[src/rtl/fpu_issue_ctrl.sv]
// Issue/writeback sequencer for a half-precision (Zhinx) FPU: decodes, issues one op, awaits completion, hands result back.
// Optional WAIT watchdog enabled by defining FPU_ISSUE_TIMEOUT_EN (parameter TIMEOUT then sets its length).
module fpu_issue_ctrl #(
    parameter int unsigned TIMEOUT = 32
) (
    input  logic        CLK,
    input  logic        nRST,
    input  logic        insn_valid,
    output logic        insn_ready,
    input  logic [31:0] insn,
    input  logic [15:0] rs1_data,
    input  logic [15:0] rs2_data,
    input  logic [15:0] rs3_data,
    input  logic [2:0]  frm,
    output logic        op_valid,
    output logic [3:0]  op,
    output logic [2:0]  op_rm,
    output logic [15:0] op_a,
    output logic [15:0] op_b,
    output logic [15:0] op_c,
    input  logic        op_done,
    input  logic [15:0] op_result,
    input  logic [4:0]  op_flags,
    output logic        wb_valid,
    input  logic        wb_ready,
    output logic [4:0]  wb_rd,
    output logic [15:0] wb_data,
    output logic [4:0]  wb_flags,
    output logic        illegal_insn
);
    typedef enum logic [1:0] {S_IDLE = 2'd0, S_ISSUE = 2'd1, S_WAIT = 2'd2, S_WB = 2'd3} state_t;

    localparam logic [6:0] OPC_OPFP   = 7'h53;
    localparam logic [6:0] OPC_FMADD  = 7'h43;
    localparam logic [6:0] OPC_FMSUB  = 7'h47;
    localparam logic [6:0] OPC_FNMSUB = 7'h4B;
    localparam logic [6:0] OPC_FNMADD = 7'h4F;

    // fpu_operation_t ordinals
    localparam logic [3:0] FPU_FADD = 4'd0, FPU_FSUB = 4'd1, FPU_FMUL = 4'd2, FPU_FDIV = 4'd3;
    localparam logic [3:0] FPU_HALF_MIN = 4'd4, FPU_HALF_MAX = 4'd5, FPU_FSQRT = 4'd6, FPU_SGNJ = 4'd7;
    localparam logic [3:0] FPU_FCOMP = 4'd8, FPU_FMADD = 4'd9, FPU_FMSUB = 4'd10;
    localparam logic [3:0] FPU_FNMADD = 4'd11, FPU_FNMSUB = 4'd12;

    if (TIMEOUT < 2 || TIMEOUT > 255) begin : g_timeout_range
        $error("fpu_issue_ctrl: TIMEOUT must be within 2..255");
    end

    state_t      state_q, state_d;
    logic        insn_ready_q, insn_ready_d, illegal_q, illegal_d;
    logic        op_valid_q, op_valid_d, wb_valid_q, wb_valid_d;
    logic [3:0]  op_q, op_d;
    logic [2:0]  op_rm_q, op_rm_d;
    logic [15:0] op_a_q, op_a_d, op_b_q, op_b_d, op_c_q, op_c_d;
    logic [4:0]  rd_q, rd_d, wb_flags_q, wb_flags_d;
    logic [15:0] wb_data_q, wb_data_d;
    logic        dec_legal_s, dec_arith_s, accept_s;
    logic [3:0]  dec_op_s;
    logic [2:0]  dec_rm_s, eff_rm_s;
    logic        unused_s;

`ifdef FPU_ISSUE_TIMEOUT_EN
    localparam logic [7:0] TIMEOUT_LAST = 8'(TIMEOUT - 1);
    logic [7:0]  cnt_q, cnt_d;
`endif

    assign unused_s = ^insn[19:15];
    assign accept_s = insn_valid & insn_ready_q;
    assign eff_rm_s = (insn[14:12] == 3'b111) ? frm : insn[14:12];

    // Instruction decode: legality, operation ordinal and effective rounding/selector field.
    always_comb begin
        dec_legal_s = 1'b0;
        dec_arith_s = 1'b0;
        dec_op_s    = FPU_FADD;
        dec_rm_s    = insn[14:12];
        case (insn[6:0])
            OPC_OPFP: begin
                case (insn[31:27])
                    5'b00000: begin dec_op_s = FPU_FADD; dec_arith_s = 1'b1; dec_legal_s = 1'b1; end
                    5'b00001: begin dec_op_s = FPU_FSUB; dec_arith_s = 1'b1; dec_legal_s = 1'b1; end
                    5'b00010: begin dec_op_s = FPU_FMUL; dec_arith_s = 1'b1; dec_legal_s = 1'b1; end
                    5'b00011: begin dec_op_s = FPU_FDIV; dec_arith_s = 1'b1; dec_legal_s = 1'b1; end
                    5'b00100: begin dec_op_s = FPU_SGNJ; dec_legal_s = (insn[14:12] <= 3'b010); end
                    5'b00101: begin
                        dec_op_s    = insn[12] ? FPU_HALF_MAX : FPU_HALF_MIN;
                        dec_legal_s = (insn[14:13] == 2'b00);
                    end
                    5'b01011: begin
                        dec_op_s    = FPU_FSQRT;
                        dec_arith_s = 1'b1;
                        dec_legal_s = (insn[24:20] == 5'd0);
                    end
                    5'b10100: begin dec_op_s = FPU_FCOMP; dec_legal_s = (insn[14:12] <= 3'b010); end
                    default:  begin dec_legal_s = 1'b0; end
                endcase
            end
            OPC_FMADD:  begin dec_op_s = FPU_FMADD;  dec_arith_s = 1'b1; dec_legal_s = 1'b1; end
            OPC_FMSUB:  begin dec_op_s = FPU_FMSUB;  dec_arith_s = 1'b1; dec_legal_s = 1'b1; end
            OPC_FNMADD: begin dec_op_s = FPU_FNMADD; dec_arith_s = 1'b1; dec_legal_s = 1'b1; end
            OPC_FNMSUB: begin dec_op_s = FPU_FNMSUB; dec_arith_s = 1'b1; dec_legal_s = 1'b1; end
            default:    begin dec_legal_s = 1'b0; end
        endcase
        // Arithmetic ops resolve DYN through frm; reserved modes (101/110) are rejected either way.
        if (dec_arith_s) begin
            dec_rm_s = eff_rm_s;
            if (eff_rm_s > 3'b100) begin
                dec_legal_s = 1'b0;
            end else begin
                dec_legal_s = dec_legal_s;
            end
        end else begin
            dec_rm_s = insn[14:12];
        end
        if (insn[26:25] != 2'b10) begin
            dec_legal_s = 1'b0;
        end else begin
            dec_legal_s = dec_legal_s;
        end
    end

    // Next-state and next-output logic of the issue FSM.
    always_comb begin
        state_d    = state_q;
        illegal_d  = 1'b0;
        op_d       = op_q;
        op_rm_d    = op_rm_q;
        op_a_d     = op_a_q;
        op_b_d     = op_b_q;
        op_c_d     = op_c_q;
        rd_d       = rd_q;
        wb_data_d  = wb_data_q;
        wb_flags_d = wb_flags_q;
`ifdef FPU_ISSUE_TIMEOUT_EN
        cnt_d      = 8'd0;
`endif
        case (state_q)
            S_IDLE: begin
                if (accept_s && dec_legal_s) begin
                    state_d = S_ISSUE;
                    op_d    = dec_op_s;
                    op_rm_d = dec_rm_s;
                    op_a_d  = rs1_data;
                    op_b_d  = rs2_data;
                    op_c_d  = rs3_data;
                    rd_d    = insn[11:7];
                end else begin
                    illegal_d = accept_s;
                end
            end
            S_ISSUE: begin
                state_d = S_WAIT;
            end
            S_WAIT: begin
                if (op_done) begin
                    state_d    = S_WB;
                    wb_data_d  = op_result;
                    wb_flags_d = op_flags;
                end
`ifdef FPU_ISSUE_TIMEOUT_EN
                else if (cnt_q == TIMEOUT_LAST) begin
                    state_d    = S_WB;
                    wb_data_d  = 16'hFFFF;
                    wb_flags_d = 5'b10000;
                end else begin
                    cnt_d = cnt_q + 8'd1;
                end
`else
                else begin
                    state_d = S_WAIT;
                end
`endif
            end
            S_WB: begin
                if (wb_ready) begin
                    state_d = S_IDLE;
                end else begin
                    state_d = S_WB;
                end
            end
            default: begin
                state_d = S_IDLE;
            end
        endcase
        insn_ready_d = (state_d == S_IDLE);
        op_valid_d   = (state_d == S_ISSUE);
        wb_valid_d   = (state_d == S_WB);
    end

    // State and output registers; reset discards any in-flight operation.
    always_ff @(posedge CLK or negedge nRST) begin
        if (!nRST) begin
            state_q      <= S_IDLE;
            insn_ready_q <= 1'b0;
            illegal_q    <= 1'b0;
            op_valid_q   <= 1'b0;
            wb_valid_q   <= 1'b0;
            op_q         <= 4'd0;
            op_rm_q      <= 3'd0;
            op_a_q       <= 16'd0;
            op_b_q       <= 16'd0;
            op_c_q       <= 16'd0;
            rd_q         <= 5'd0;
            wb_data_q    <= 16'd0;
            wb_flags_q   <= 5'd0;
`ifdef FPU_ISSUE_TIMEOUT_EN
            cnt_q        <= 8'd0;
`endif
        end else begin
            state_q      <= state_d;
            insn_ready_q <= insn_ready_d;
            illegal_q    <= illegal_d;
            op_valid_q   <= op_valid_d;
            wb_valid_q   <= wb_valid_d;
            op_q         <= op_d;
            op_rm_q      <= op_rm_d;
            op_a_q       <= op_a_d;
            op_b_q       <= op_b_d;
            op_c_q       <= op_c_d;
            rd_q         <= rd_d;
            wb_data_q    <= wb_data_d;
            wb_flags_q   <= wb_flags_d;
`ifdef FPU_ISSUE_TIMEOUT_EN
            cnt_q        <= cnt_d;
`endif
        end
    end

    assign insn_ready   = insn_ready_q;
    assign illegal_insn = illegal_q;
    assign op_valid     = op_valid_q;
    assign op           = op_q;
    assign op_rm        = op_rm_q;
    assign op_a         = op_a_q;
    assign op_b         = op_b_q;
    assign op_c         = op_c_q;
    assign wb_valid     = wb_valid_q;
    assign wb_rd        = rd_q;
    assign wb_data      = wb_data_q;
    assign wb_flags     = wb_flags_q;
endmodule
[config.mk]
export PLATFORM = sky130hd
export DESIGN_NAME = fpu_issue_ctrl
export DESIGN_NICKNAME = d
export VERILOG_FILES = /design/src/rtl/fpu_issue_ctrl.sv
export SDC_FILE = /design/constraint.sdc
export NUM_CORES = 1
export LEC_CHECK = 0
export BUFFER_PORTS_ARGS = -buffer_cell sky130_fd_sc_hd__buf_2
export CELL_PAD_IN_SITES_DETAIL_PLACEMENT = 1
export CELL_PAD_IN_SITES_GLOBAL_PLACEMENT = 1
export CORE_MARGIN = 2
export CORE_UTILIZATION = 38
export CTS_BUF_LIST = sky130_fd_sc_hd__clkbuf_2
export CTS_CLUSTER_DIAMETER = 30
export CTS_CLUSTER_SIZE = 25
export DETAILED_ROUTE_END_ITERATION = 8
export HOLD_SLACK_MARGIN = 0.02
export PLACE_DENSITY_LB_ADDON = 0.08
export SKIP_LAST_GASP = 1
export SLEW_MARGIN = 40
export SYNTH_ARGS = -nofsm -noshare
export SYNTH_HDL_FRONTEND = slang
export SYNTH_SLANG_ARGS = --single-unit
[constraint.sdc]
create_clock -name CLK -period 5.3 [get_ports CLK]
set_clock_uncertainty 0.05 [all_clocks]
set_input_delay 1.06 -clock CLK [delete_from_list [all_inputs] [get_ports CLK]]
set_output_delay 1.06 -clock CLK [all_outputs]
set_load 0.05 [all_outputs]
# After elaboration in Yosys (flattened, before gate mapping)
# Index checks and enable logic that the tools add are counted.
[op_classes]
n_eq_ne = 19
mux = 18
n_lt_le_gt_ge = 2
reduce_logical = 12
n_bitwise = 1
[op_table]
columns = ["cell", "count"]
rows = [
  ["equality test 7 bit, second input constant", 5],
  ["case mux 4 bit (7 select lines)", 1],
  ["case mux 4 bit (5 select lines)", 1],
  ["equality test 5 x 2 -> 1 bit, second input constant", 2],
  ["equality test 5 x 3 -> 1 bit, second input constant", 2],
  ["logical NOT 5 bit", 2],
  ["2-to-1 mux 1 bit", 8],
  ["case mux 2 bit (4 select lines)", 1],
  ["OR reduction 4 bit", 2],
  ["equality test 2 bit, second input constant", 3],
  ["logical NOT 2 bit", 3],
  ["2-to-1 mux 3 bit", 2],
  ["equality test 5 x 1 -> 1 bit, second input constant", 1],
  ["equality test 5 x 4 -> 1 bit, second input constant", 1],
  ["equality test 5 bit, second input constant", 1],
  ["OR reduction 5 bit", 1],
  ["equality test 2 x 1 -> 1 bit, second input constant", 2],
  ["2-to-1 mux 2 bit", 2],
  ["case mux 1 bit (2 select lines)", 2],
  ["case mux 1 bit (4 select lines)", 1],
  ["AND reduction 2 bit", 2],
  ["equality test 3 bit, second input constant", 1],
  ["> comparator 3 bit, second input constant", 1],
  ["less-or-equal comparator 3 x 2 -> 1 bit, second input constant", 1],
  ["other kinds (4)", 4],
]
[word_totals]
out_inout_bits = 85
regBits = 87
elab_cells = 65
in_bits = 109

# Longest topological paths before layout
# Gate-level depths: netlist (run 1).
[logic_depth]
ltp_word = 11
mapped_depth = 7
mapped_depth_nobuf = 5

# Least setup slack after synthesis (run 1)
# OpenSTA, ideal clock, no wires.
[synth_timing]
kind = "input to register"
from = "input insn[28]"
to = "register op_q[0], in the netlist op[0]"
setup_ns = 0.125
t_arrival_ns = 2.860
path_stages = 7
required_time_ns = 5.125
n_path_buf = 2
setup_slack_ns = 2.265
cell_sequence = "or4b_1 -> a211oi_1 -> nor4_1 -> or3_1 -> buf_6 -> buf_6 -> mux2_4"
[synth_via]
elab_chain_len = 9
elab_cells_between_ends = 22
cone_classes = "eq/ne: 7; mux: 9; reduce/logical: 6"
[synth_lines]
columns = ["element", "line", "source"]
rows = [
  ["from (decl)", "10", "input logic [31:0] insn,"],
  ["equality test 5 x 2 -> 1 bit, or another cell as far along", "79", "case (insn[31:27])"],
  ["OR reduction 4 bit (no line) / OR reduction 2 bit (equally long branches)", "-", ""],
  ["case mux 1 bit (4 select lines)", "79", ""],
  ["case mux 1 bit (2 select lines)", "77", "case (insn[6:0])"],
  ["2-to-1 mux 1 bit", "107", "if (eff_rm_s > 3'b100) begin"],
  ["2-to-1 mux 1 bit", "105", "if (dec_arith_s) begin"],
  ["2-to-1 mux 1 bit", "115", "if (insn[26:25] != 2'b10) begin"],
  ["logical AND 1 bit", "139", "if (accept_s && dec_legal_s) begin"],
  ["AND reduction 2 bit (no line)", "-", ""],
  ["to (signal assigned)", "215", "op_q <= op_d;"],
  ["to (decl)", "52", "logic [3:0] op_q, op_d;"],
]
# Several ways; a longest one is shown, not always the timed one.
# A chain may end at the register's enable or synchronous reset.

# Worst setup path after layout (run 1)
[layout_timing]
from = "input insn[29]"
to = "register op_b_q[14], in the netlist op_b[14]"
[layout_via]
elab_chain_len = 9
elab_cells_between_ends = 20
cone_classes = "eq/ne: 7; mux: 7; reduce/logical: 6"
[layout_lines]
columns = ["element", "line", "source"]
rows = [
  ["equality test 5 x 2 -> 1 bit, or another cell as far along", "79", ""],
  ["OR reduction 4 bit (no line) / OR reduction 2 bit (equally long branches)", "-", ""],
  ["case mux 1 bit (4 select lines)", "79", ""],
  ["case mux 1 bit (2 select lines)", "77", ""],
  ["2-to-1 mux 1 bit", "107", ""],
  ["2-to-1 mux 1 bit *", "105", ""],
  ["2-to-1 mux 1 bit *", "115", ""],
  ["logical AND 1 bit *", "139", ""],
  ["AND reduction 2 bit (no line) *", "-", ""],
  ["to (signal assigned)", "218", "op_b_q <= op_b_d;"],
  ["to (decl)", "54", "logic [15:0] op_a_q, op_a_d, op_b_q, op_b_d, op_c_q, op_c_d;"],
]
# Every way passes the cells marked *; elsewhere a longest branch is shown, timed or not.

==> results_dict.tcl, run 1 <==
set metrics [dict create \
    yosysWarnings 0 \
    slowest_stage "nor4_1" \
    antenna_found_initial 0 \
    gp_congestion 0.840 \
    reg2reg_depth 5 \
    layout.cells.non_filler 549 \
    grt_pass1_wl_um 13100 \
    rows 35 \
    cts_setup_buffers 0 \
    wl_per_cell_um 15.2 \
    setup_viol_count_final 0 \
    vias 2674 \
    detail-route-antenna-nets 0 \
    start_kind "input pin" \
    grt_pass1_vias 2647 \
    clkLatencyLatePin_ps 480 \
    diodes 0 \
    status "complete, no violations" \
    cp.buffers_inverters 2 \
    worst_path_largest_cell_delay_ps 620 \
    ctsHoldBuffers 0 \
    intPower_mw 1.01 \
    crit_fanout 22 \
    critPathTopFamily "simple AND/OR/NAND/NOR gates" \
    die_width_um 100 \
    multi_input_area_sq_mm 0.00126 \
    start_util_pct 38.6 \
    required_ps 5670 \
    timing_worst_setup_path_type "in -> reg" \
    first_pass_iters 4 \
    end_kind "register" \
    ys_seq_area_share_pct 61.5 \
    critPathArrivalTime_ps 3540 \
    clkPwrFrac_pct 16.9 \
    placement.io_buffers 188 \
    synth_cell_type_count 29 \
    first_iter_violations 26 \
    postLayoutCoreUtil_pct 50.9 \
    grtUsageTotal_pct 16.8 \
    finalCriticalPeriod_ps 3160 \
    synth_top_area_share_pct 61.5 \
    p_leak_nw 2.66 \
    dp.cells 533 \
    avgSynthCellArea_sq_um 14.8 \
    p_per_area_mw_per_mm2 371 \
    h-tree-depth 3 \
    overflow 0 \
    hold_viol 0 \
    tns_ps 0 \
    clk_pin_slew_ps 260 \
    syn-cell-area_sq_mm 0.00354 \
    slew_headroom_pct 54.0 \
    netlist_top_cells_area "dfrtp_1, mux2_2, buf_6" \
    synthesis.nets 348 \
    num-fill-cells 1059 \
    finalPower_mw 1.73 \
    period_share_pct 59.7 \
    p_comb_share_pct 36.7 \
    hold_path.class "in -> async" \
    p_sw_share_pct 41.6 \
    ctsRootBufferMaster "clkbuf_2" \
    drc 0 \
    core_area_sq_mm 0.00915 \
    synth_top_cell_by_area "dfrtp_1" \
    die-area_sq_mm 0.0101 \
    rsz0062_at_grt "false" \
    seqCellArea_sq_mm 0.00218 \
    crit_chain "buf_2 > nor4b_1 > and3b_1 > nor4_1 > or3_2 > buf_4 > mux2_2" \
    drive_above_1_share_pct 65.5 \
    io_pins 194 \
    numCtsBuffers 9 \
    cts_buffer_depth 2 \
    cp.depth 7 \
    p_sw_mw 0.720 \
    cts_tree "done" \
    synth_seq_cells 87 \
    whs_ps 437 \
    drt_wl_total_um 8320 \
    vias_per_cell 4.87 \
    peakVddDrop_uv 175 \
    post_cts_resized 0 \
    drv_cap 0 \
    dpl.hpwl_um 6610 \
    slew_violations 0 \
    fmax_mhz 316 \
    worst_slew_pin_slew_ps 684 \
    synthesis.instances 239 \
    power_frac_seq_pct 46.4 \
    nets 542 \
    cts.sinks 87 \
    areaGrowthSynthToFinish_pct 31.7 \
    die_h_um 100 \
    grt_max_degree 46 \
]
[per-layer routing]
metal  share of wire (%)  wire (um)  global-route usage, %  up-vias
met1                  41       3380                   20.6     1299
met3                 7.6        630                   5.76        9
met4                 1.6        131                   5.48        0
li1                    -          -                      -     1250
met5                   0          0                      0        -
met2                  50       4180                   27.8      116
[worst paths after layout]
check | from | to | slack [ps]
max | insn[29] | op_b[14] | 2140
min | nRST | op_c[1] | 440
max reg2reg | state_q[0] | op_b[14] | 2950
min reg2reg | op_c[15] | op_c[15] | 480
max in group asynchronous | nRST | state_q[0] | 3780
min in group CLK | op_c[15] | op_c[15] | 480
[registers in the layout, indices dropped and copies added, names as in the netlist]
name and count:
op_a 16, op_b 16, op_c 16, wb_data 16, wb_flags 5, wb_rd 5
op 4, op_rm 3, state_q 2, illegal_insn 1, insn_ready 1, op_valid 1
wb_valid 1
[cell usage in the layout (no fill, tap or decap), types with 3 or more instances in the layout]
cell type	n
nand3b_1	3
nor2_1	9
inv_1	3
buf_2	187
nor4_1	3
o21ai_0	8
a21oi_1	5
mux2_4	4
buf_4	5
mux2_2	75
dfrtp_1	87
nand2_1	6
o31ai_1	5
clkbuf_2	10
[Yosys cell counts (all sizes together)]
master and number:
a21oi 5, clkbuf 1, o31ai 5, nand2b 2
o21ai 8, dfrtp 87, mux2i 1, mux2 79
nand2 6, nand3 2, and4b 1, or4b 1
nand4b 1, and3 2, o31a 1, nor3 1
and2 2, buf 8, a31oi 2, inv 3
nor4b 1, and3b 1, or3 2, nand3b 3
nor2 9, a211oi 2, nor4 3
[area by class of cell]
type,count,area share (%)
clock buffers,10,1.07
clock inverters,6,0.967
inverters,3,0.242
multi-input cells,140,27.1
flip-flops and latches,87,46.7
well taps,111,2.98
repair buffers,192,20.9
[logic make-up (layout without fill, tap and decap cells)]
group           Yosys count  in the layout  synth area share, %
compound gates           23             23                 3.93
buf+inv                  12            211                 2.76
flops                    87             87                 61.5
mux                      80             80                 25.9
simple gates             37             37                 5.91
[metrics by stage]
stage / cell area [sq um] / worst slack (ps)
final: 4660 / 2140
after global routing: 4660 / 1940
after CTS: 4660 / 2160
after detailed placement: 4560 / 1550
after global placement: 4560 / 1600
after floorplan: 3540 / 2260
[power by group through the flow]
stage	combinational [mW]	sequential, mW	clock [mW]
2_1_floorplan	0.130	1.14	0
6_report	0.634	0.802	0.292
3_3_place_gp	0.631	0.812	0
5_1_grt	0.667	0.816	0.345
3_5_place_dp	0.640	0.818	0
4_1_cts	0.641	0.804	0.312
Note: power is estimated with default switching activity, not from simulation.
==> inputs of run 2 (changes only) <==
CORE_UTILIZATION = 35   (was 38)
clock period = 3.1 ns   (was 5.3 ns; I/O delays follow)
==> run 2 against run 1 <==
  * Die area up 8.2%
  * Total power increased by 77%
  * Clock power up 100%
  * Critical path type unchanged
  * Critical endpoint is now op[0]
  * Largest cell class unchanged
  * Highest routed layer unchanged
==> results_dict.tcl, run 2 (synthesis gave the netlist of run 1 again) <==
set metrics [dict create \
    status "complete, no violations" \
    finalPower_mw 3.07 \
    fin_area_sq_mm 0.00475 \
    clkLatencyLatePin_ps 490 \
    dpl.hpwl_um 6610 \
    final_cell_mix "buf_2, dfrtp_1, mux2_2" \
    reg2reg_from "state_q[0]" \
    slew_headroom_pct 47.9 \
    vias 2672 \
    overflow 0 \
    p_per_area_mw_per_mm2 645 \
    layout.cells.non_filler 573 \
    cp-endpoint "op[0]" \
    layout.cells.most_common "buf_2" \
    cts_buffer_depth 2 \
    grt_pass1_wl_um 13800 \
    vias_per_cell 4.66 \
    cts_tree "done" \
    postLayoutCoreUtil_pct 48.6 \
    startpoint "insn[28]" \
    start_kind "input pin" \
    cts.sinks 87 \
    numCtsBuffers 9 \
    nets 544 \
    rows 36 \
    setup_viol_count_final 0 \
    h-tree-depth 3 \
    first_iter_violations 98 \
    tns_ps 0 \
    ctsRootBufferMaster "clkbuf_2" \
    finalCriticalPeriod_ps 2390 \
    peakVddDrop_uv 261 \
    critPathArrivalTime_ps 2760 \
    clk_pin_slew_ps 280 \
    reg2reg_depth 5 \
    diodes 0 \
    dp.cells 556 \
    worst_slew_pin_slew_ps 775 \
    die_width_um 105 \
    placement.io_buffers 188 \
    areaGrowthSynthToFinish_pct 34.4 \
    die-area_sq_mm 0.0109 \
    r2r_end "op[0]" \
    num-fill-cells 1120 \
    timing_worst_setup_path_type "in -> reg" \
    drive_above_1_share_pct 65.5 \
    hold_path.class "in -> reg" \
    wl_per_cell_um 15.2 \
    hold_viol 0 \
    drc 0 \
    regToRegSetupSlack_ps 1090 \
    multi_input_area_sq_mm 0.00126 \
    place_ws_ps 154 \
    io_pins 194 \
    whs_ps 229 \
    period_share_pct 77.2 \
    crit_fanout 43 \
    die_h_um 105 \
    first_pass_iters 4 \
    rsz0062_at_grt "false" \
    gp_congestion 0.814 \
    grtUsageTotal_pct 16.0 \
    detail-route-antenna-nets 0 \
    antenna_found_initial 0 \
    slew_violations 0 \
    seqCellArea_sq_mm 0.00218 \
    drv_cap 0 \
    p_leak_nw 2.70 \
    end_kind "register" \
    grt_pass1_vias 2748 \
    start_util_pct 36.2 \
    grt_max_degree 49 \
    postPlaceCellArea_sq_mm 0.00462 \
    required_ps 3470 \
    drt_wl_total_um 8720 \
    fmax_mhz 418 \
    fin_ws_ps 707 \
    core_area_sq_mm 0.00977 \
    cts_setup_buffers 0 \
]
-- run 2: worst max-delay path: stages --
cell      delay [ps]
buf_2            150
or4b_1           520
a211oi_1         240
nor4_1           140
or3_2            550
buf_12           220
mux2_4           310
-- run 2: repair_timing --
item | in CTS | in global routing
hold buffers | 1 | 0
hold endpoints to repair | 39 | 0
gates resized for setup | 0 | 0
-- run 2: layout make-up --
cell class / count / area share, %
Clock buffer: 10 / 1.05
Clock inverter: 6 / 1.45
Inverter: 3 / 0.237
Multi-Input combinational cell: 140 / 26.6
Sequential cell: 87 / 45.8
Tap cell: 133 / 3.50
Timing Repair Buffer: 194 / 21.4
-- run 2: worst min-delay path by stage --
| stage | endpoint | depth (start not counted) | startpoint |
|---|---|---|---|
| final | op_c[0] | 2 | rs3_data[0] |
| after global routing | op_c[3] | 2 | rs3_data[3] |
| after CTS | op_b[5] | 2 | rs2_data[5] |
| after detailed placement | op_a[0] | 1 | op_a[0] |
| after global placement | wb_data[3] | 1 | wb_data[3] |
| after floorplan | illegal_insn | 0 | nRST |
-- run 2: layer usage --
metal / GRT usage, % / wire length, um
met5: 0 / 0
met4: 5.79 / 113
met3: 4.18 / 646
met2: 26.7 / 4290
met1: 20.1 / 3660
-- run 2: power by group --
part | switching, mW | total, mW | internal, mW
clock network | 0.399 | 0.594 | 0.195
logic | 0.779 | 1.10 | 0.316
registers | 0.0764 | 1.38 | 1.30
total | 1.25 | 3.07 | 1.81
==> inputs of run 3 (changes only) <==
clock period = 2.25 ns   (was 3.1 ns; I/O delays follow)
==> run 3 against run 2 <==
  * Global-route usage increased by 0.72 points
  * Via count increased by 4.2%
  * Register-to-register slack got worse by 780 ps
  * Clock power increased by 28%
  * Count of clock-buffer cells in the layout increased by 1
  * Combinational power increased by 40%
  * Cell count increased by 5.9%
  * Hold slack got worse by 160 ps
  * Highest routed layer unchanged
==> results_dict.tcl, run 3 (synthesis gave the netlist of run 1 again) <==
set metrics [dict create \
    place_ws_ps -340 \
    drv_cap 0 \
    antenna_found_initial 0 \
    grt_pass1_vias 2837 \
    cts.sinks 87 \
    die_h_um 105 \
    required_ps 2620 \
    die-area_sq_mm 0.0109 \
    period_share_pct 90.7 \
    dpl.hpwl_um 7000 \
    peakVddDrop_uv 755 \
    first_pass_iters 4 \
    gp_congestion 0.763 \
    final_cell_mix "buf_2, dfrtp_1, mux2_2" \
    reg2reg_from "state_q[0]" \
    die_width_um 105 \
    rows 36 \
    timing_worst_setup_path_type "in -> reg" \
    drc 0 \
    r2r_end "wb_rd[2]" \
    clkLatencyLatePin_ps 500 \
    hold_path.class "in -> reg" \
    vias_per_cell 4.58 \
    io_pins 194 \
    vias 2783 \
    dp.cells 579 \
    p_leak_nw 2.85 \
    post_cts_resized 0 \
    postLayoutCoreUtil_pct 51.4 \
    placement.io_buffers 188 \
    grtUsageTotal_pct 16.7 \
    cts_tree "done" \
    setup_viol_count_final 0 \
    status "complete, no violations" \
    cts_buffer_depth 2 \
    clk_pin_slew_ps 230 \
    p_per_area_mw_per_mm2 835 \
    start_kind "input pin" \
    overflow 0 \
    finalCriticalPeriod_ps 2040 \
    crit_fanout 49 \
    ctsRootBufferMaster "clkbuf_2" \
    num-fill-cells 1112 \
    diodes 0 \
    rsz0062_at_grt "false" \
    critPathArrivalTime_ps 2410 \
    layout.cells.most_common "buf_2" \
    layout.cells.non_filler 607 \
    numCtsBuffers 9 \
    reg2reg_depth 5 \
    core_area_sq_mm 0.00977 \
    nets 578 \
    start_util_pct 36.2 \
    hold_viol 0 \
    startpoint "insn[28]" \
    first_iter_violations 80 \
    cp-endpoint "wb_rd[2]" \
    end_kind "register" \
    grt_pass1_wl_um 14400 \
    regToRegSetupSlack_ps 310 \
    h-tree-depth 3 \
    drt_wl_total_um 9030 \
    worst_slew_pin_slew_ps 566 \
    slew_violations 0 \
    fin_ws_ps 210 \
    wl_per_cell_um 14.9 \
    fmax_mhz 490 \
    areaGrowthSynthToFinish_pct 42.0 \
    detail-route-antenna-nets 0 \
    grt_max_degree 50 \
    drive_above_1_share_pct 65.6 \
    slew_headroom_pct 62.3 \
]
-- run 3: power breakdown --
part | switching, mW | internal, mW
Clock | 0.507 | 0.255
Sequential | 0.109 | 1.79
Combinational | 1.07 | 0.470
Total | 1.68 | 2.52
-- run 3: how the worst min path moves through the flow --
stage | from | endpoint | slack (ps) | cells past startpoint
6_report | rs2_data[5] | op_b[5] | 70 | 2
3_5_place_dp | nRST | op_a[10] | 440 | 1
5_1_grt | op_result[13] | wb_data[13] | 20 | 2
3_3_place_gp | op_a[5] | op_a[5] | 430 | 1
4_1_cts | rs1_data[4] | op_a[4] | 30 | 2
2_1_floorplan | nRST | illegal_insn | 100 | 0
-- run 3: worst max-delay path: stages --
cell	delay, ps
buf_2	100
buf_4	130
nor4b_1	430
and3b_1	240
nor4_2	50
or3_2	460
buf_12	220
mux2_2	300
-- run 3: area by class of cell --
type | instances | area [sq um] | area share (%)
flip-flops and latches | 87 | 2180 | 43.3
clock buffers | 11 | 55.1 | 1.10
repair buffers | 228 | 1290 | 25.6
well taps | 133 | 166 | 3.31
multi-input cells | 140 | 1280 | 25.5
inverters | 3 | 11.3 | 0.224
clock inverters | 5 | 48.8 | 0.971
-- run 3: per-layer routing --
metal	up-vias	part of all wire (%)	GRT usage [%]	wire length, um
li1	1319	-	-	-
met1	1351	42	20.4	3790
met2	104	50	28.6	4560
met3	9	6.4	4.37	577
met4	0	1.2	6.08	105
met5	-	0	0	0
-- run 3: metrics by stage --
stage / cell area, sq um / total power [mW] / TNS [ps] / hold WS (ps)
2_1_floorplan: 3560 / 2.99 / -2600 / 104
3_3_place_gp: 4800 / 3.43 / -19010 / 431
3_5_place_dp: 4800 / 3.48 / -19050 / 437
4_1_cts: 4910 / 4.24 / 0 / 28.2
5_1_grt: 5020 / 4.41 / 0 / 20.3
6_report: 5020 / 4.20 / 0 / 74.0
-- run 3: repair_timing --
| action | 4_1_cts | 5_1_grt |
|---|---|---|
| buffers inserted | 0 | 0 |
| hold buffers | 1 | 11 |
| endpoints found under the hold margin | 40 | 11 |
| endpoints found under the setup margin | 0 | 0 |
